$ cat config.mk
export PLATFORM = sky130hd
export DESIGN_NAME = xup_sat_counter
export DESIGN_NICKNAME = d
export VERILOG_FILES = /design/src/rtl/xup_sat_counter.sv
export SDC_FILE = /design/constraint.sdc
export NUM_CORES = 1
export LEC_CHECK = 0
export CORE_AREA = 2 2 51 53
export CTS_CLUSTER_SIZE = 24
export DETAILED_ROUTE_END_ITERATION = 12
export DIE_AREA = 0 0 53 55
export DONT_BUFFER_PORTS = 1
export PLACE_DENSITY = 0.62
export SYNTH_ARGS = -nofsm -noshare
export SYNTH_HDL_FRONTEND = slang
export SYNTH_SLANG_ARGS = --single-unit
export TNS_END_PERCENT = 20
$ cat constraint.sdc
create_clock -name clk -period 1.8 [get_ports clk]
set_clock_uncertainty 0.1 [all_clocks]
set_input_delay 0.36 -clock clk [delete_from_list [all_inputs] [get_ports clk]]
set_output_delay 0.36 -clock clk [all_outputs]
set_load 0.01 [all_outputs]
$ cat src/rtl/xup_sat_counter.sv
// Saturating up-counter with synchronous clear; holds at all-ones instead of wrapping.
module xup_sat_counter #(
    parameter int unsigned WIDTH = 16
) (
    input  logic             clk,
    input  logic             resetn,
    input  logic             clr,
    input  logic             inc,
    output logic [WIDTH-1:0] count
);

    logic [WIDTH-1:0] count_q;

    always_ff @(posedge clk) begin
        if (!resetn) begin
            count_q <= '0;
        end else if (clr) begin
            count_q <= '0;
        end else if (inc && (count_q != {WIDTH{1'b1}})) begin
            count_q <= count_q + WIDTH'(1);
        end
    end

    assign count = count_q;

endmodule

==> qor.yml <==
placement:
  port-buffer-count: 0
  pre_cts_slack_ns: 0.117
  gp_congestion: 0.789
  place_inst: 136
  dp_hpwl_um: 1530
critical_path:
  endpoint_kind: "flop"
  crit_required_ns: 1.90
  cp_max_fo: 6
  crit_chain: "ha_1 > and4_2 > nor3b_1 > nand3_1 > o211a_1"
  arrival_ns: 1.78
  worstSetupStartpointType: "flop"
  worst_path_largest_cell_delay_ns: 0.35
  crit_type: "flop to flop"
  cp_slowest_cell: "dfxtp_1"
floorplanning:
  fp.coreArea_mm2: 0.00236
  rows: 18
  ios: 20
  die_w_um: 53
  initial_core_util: 0.366
  die_area_mm2: 0.00292
  fp.dieH_um: 55
sta:
  fin_crit_sh: 0.936
  finalHoldViolCount: 0
  min_period_ns: 1.69
  worst_slack_ns: 0.115
  setup_violations: 0
  slew_headroom: 0.676
  tns_ns: 0
  rsz0062_at_grt: "false"
  tightest_slew_ns: 0.485
  fmax_ghz: 0.593
  slew_viol_final: 0
synthesis:
  synth_top_area_frac: 0.370
  synth.avg_cell_area_um2: 9.50
  syn_inst: 91
  ys_types: 38
  netlist_area_um2: 865
  yosys_register_bits: 16
  synth_fp_nets: 96
  synth_top_area_cell: "dfxtp_1"
  synth_area_leaders: "dfxtp_1, nand4_4, nor2_1"
  yosysWarnings: 0
  ys_seq_area_frac: 0.370
pwr:
  p_int_mw: 0.488
  switchingPower_mw: 0.135
  p_seq_frac: 0.571
  clkPwrFrac: 0.394
  total_power_mw: 0.624
  p_comb_frac: 0.035
  sw_frac_of_total: 0.217
  ir_drop_mv: 0.476
  total_leakage_power_nw: 0.423
  p_per_area_mw_per_mm2: 582
clock_tree:
  clkLatencyLatePin_ns: 0.30
  cts_tree: "built"
  clk_path_buf_depth: 2
  htreeDepth: 1
  path_clk_slew_ns: 0.10
  numCtsBuffers: 3
  hold_buffers: 0
  cts_root_buf: "clkbuf_4"
  cts_num_sinks: 16
routing:
  vias: 788
  ant_nets: 0
  avgRoutedWirePerCell_um: 14.1
  vias_per_cell: 5.59
  routed_wl_um: 1990
  dr.pass1.iters: 4
  drt-initial-drc-count: 21
  drc: 0
hold_path:
  min-delay-path-class: "input pin to flop"
global_routing:
  gr-total-overflow: 0
  grt_max_degree: 10
  grt_pass1_wl_um: 3420
  grt_pass1_vias: 752
  grt_usage: 0.164
  antenna_found_initial: 0
layout:
  drive_gt1_frac: 0.297
  final_core_util: 0.453
  area_growth_pct: 23.9
  largest_reg_flops: 16
  antennaDiodeCount: 0
  post_layout_nonfiller_instances: 141
  nets: 117
run:
  cap_violations: 0
status:
  status: "completed"
[cells by family after synthesis]
family / after synthesis / share of synthesized area
multiplexers: 1 / 0.0116
XOR/XNOR: 4 / 0.0405
buffers and inverters: 3 / 0.0130
flip-flops: 16 / 0.370
AO/OA/AOI/OAI: 22 / 0.214
AND/OR/NAND/NOR: 44 / 0.336
adder cells (fa/ha/maj): 1 / 0.0145
[layout by cell type, fill, tap and decap left out, types with 2 or more instances in the layout]
| master | synthesis | routed |
|---|---|---|
| and2_1 | 3 | 3 |
| a21oi_1 | 4 | 4 |
| inv_1 | 2 | 2 |
| nor2_1 | 10 | 10 |
| dfxtp_2 | 0 | 3 |
| nor4_1 | 3 | 3 |
| and4_2 | 2 | 2 |
| or3_1 | 2 | 2 |
| xor2_1 | 3 | 3 |
| clkbuf_4 | 0 | 3 |
| nand2_1 | 5 | 5 |
| buf_4 | 0 | 17 |
| or4_1 | 2 | 2 |
| o311ai_0 | 2 | 2 |
| nand4_1 | 2 | 2 |
| nand3_1 | 4 | 3 |
| o21ai_0 | 4 | 4 |
| dfxtp_1 | 16 | 13 |
| o31ai_1 | 2 | 2 |
| nand4_4 | 2 | 2 |
| nand2b_1 | 2 | 2 |
| o41ai_1 | 2 | 2 |
[layout make-up]
cell class	instances	area [µm²]
fill	246	1290
tap	30	37.5
timing repair buffer	17	128
clock buffer	4	36.3
sequential	16	324
multi-input combinational	72	538
inverter	2	7.51
[worst max-delay path: cells and delay by family, from the launching register on]
kind,cells,cell delay (ns)
AO/OA/AOI/OAI,1,0.15
adder cells (fa/ha/maj),1,0.21
flip-flops,1,0.35
AND/OR/NAND/NOR,3,0.79
[layer usage]
| metal | global-route usage | vias to the layer above | part of all wire | routed length [µm] |
|---|---|---|---|---|
| li1 | - | 397 | - | - |
| met1 | 0.202 | 363 | 0.47 | 926 |
| met2 | 0.263 | 23 | 0.44 | 881 |
| met3 | 0.0753 | 5 | 0.081 | 161 |
| met4 | 0.0385 | 0 | 0.011 | 22 |
| met5 | 0 | - | 0 | 0 |
[power groups by stage]
stage          combinational (mW)  sequential [mW]  clock [mW]
2_1_floorplan              0.0132            0.366           0
3_3_place_gp               0.0214            0.364           0
3_5_place_dp               0.0221            0.364           0
4_1_cts                    0.0224            0.356       0.251
5_1_grt                    0.0251            0.356       0.272
6_report                   0.0220            0.356       0.245
[repair_timing]
item,CTS,global route
setup endpoints to repair,0,2
buffers inserted,0,1
gates resized for setup,0,4
[final timing paths]
| path | from | to | slack, ns | depth (start not counted) |
|---|---|---|---|---|
| hold / removal | inc | count[0] | 0.19 | 3 |
| setup / recovery | count[0] | count[12] | 0.11 | 5 |
| setup reg to reg | count[0] | count[12] | 0.11 | 5 |
| hold reg to reg | count[9] | count[9] | 0.44 | 2 |
[synth_stat cells]
master,n
or3_1,2
o41ai_1,2
nand3_4,1
o2111ai_1,1
and4_1,1
o211ai_1,1
nand2b_1,2
o311ai_2,1
and3_1,1
dfxtp_1,16
o311ai_0,2
or4_1,2
and4_2,2
o41ai_4,1
ha_1,1
o21a_1,1
nor4_1,3
a21oi_1,4
o211a_1,1
nor3_2,1
nand4_4,2
nand3_1,4
nor2_1,10
nand4_1,2
nor2b_1,1
and2_1,3
xor2_1,3
o31a_1,1
clkbuf_1,1
o31ai_1,2
mux2i_1,1
xnor2_1,1
a41oi_1,1
nor3_1,1
o21ai_0,4
inv_1,2
nor3b_1,1
nand2_1,5
[through the flow]
stage | cell area (µm²) | hold WS, ns
6_report | 1070 | 0.191
5_1_grt | 1070 | 0.210
4_1_cts | 1050 | 0.193
3_5_place_dp | 1020 | 0.490
3_3_place_gp | 1020 | 0.476
2_1_floorplan | 865 | 0.431
Power figures use the tool's default switching activity.
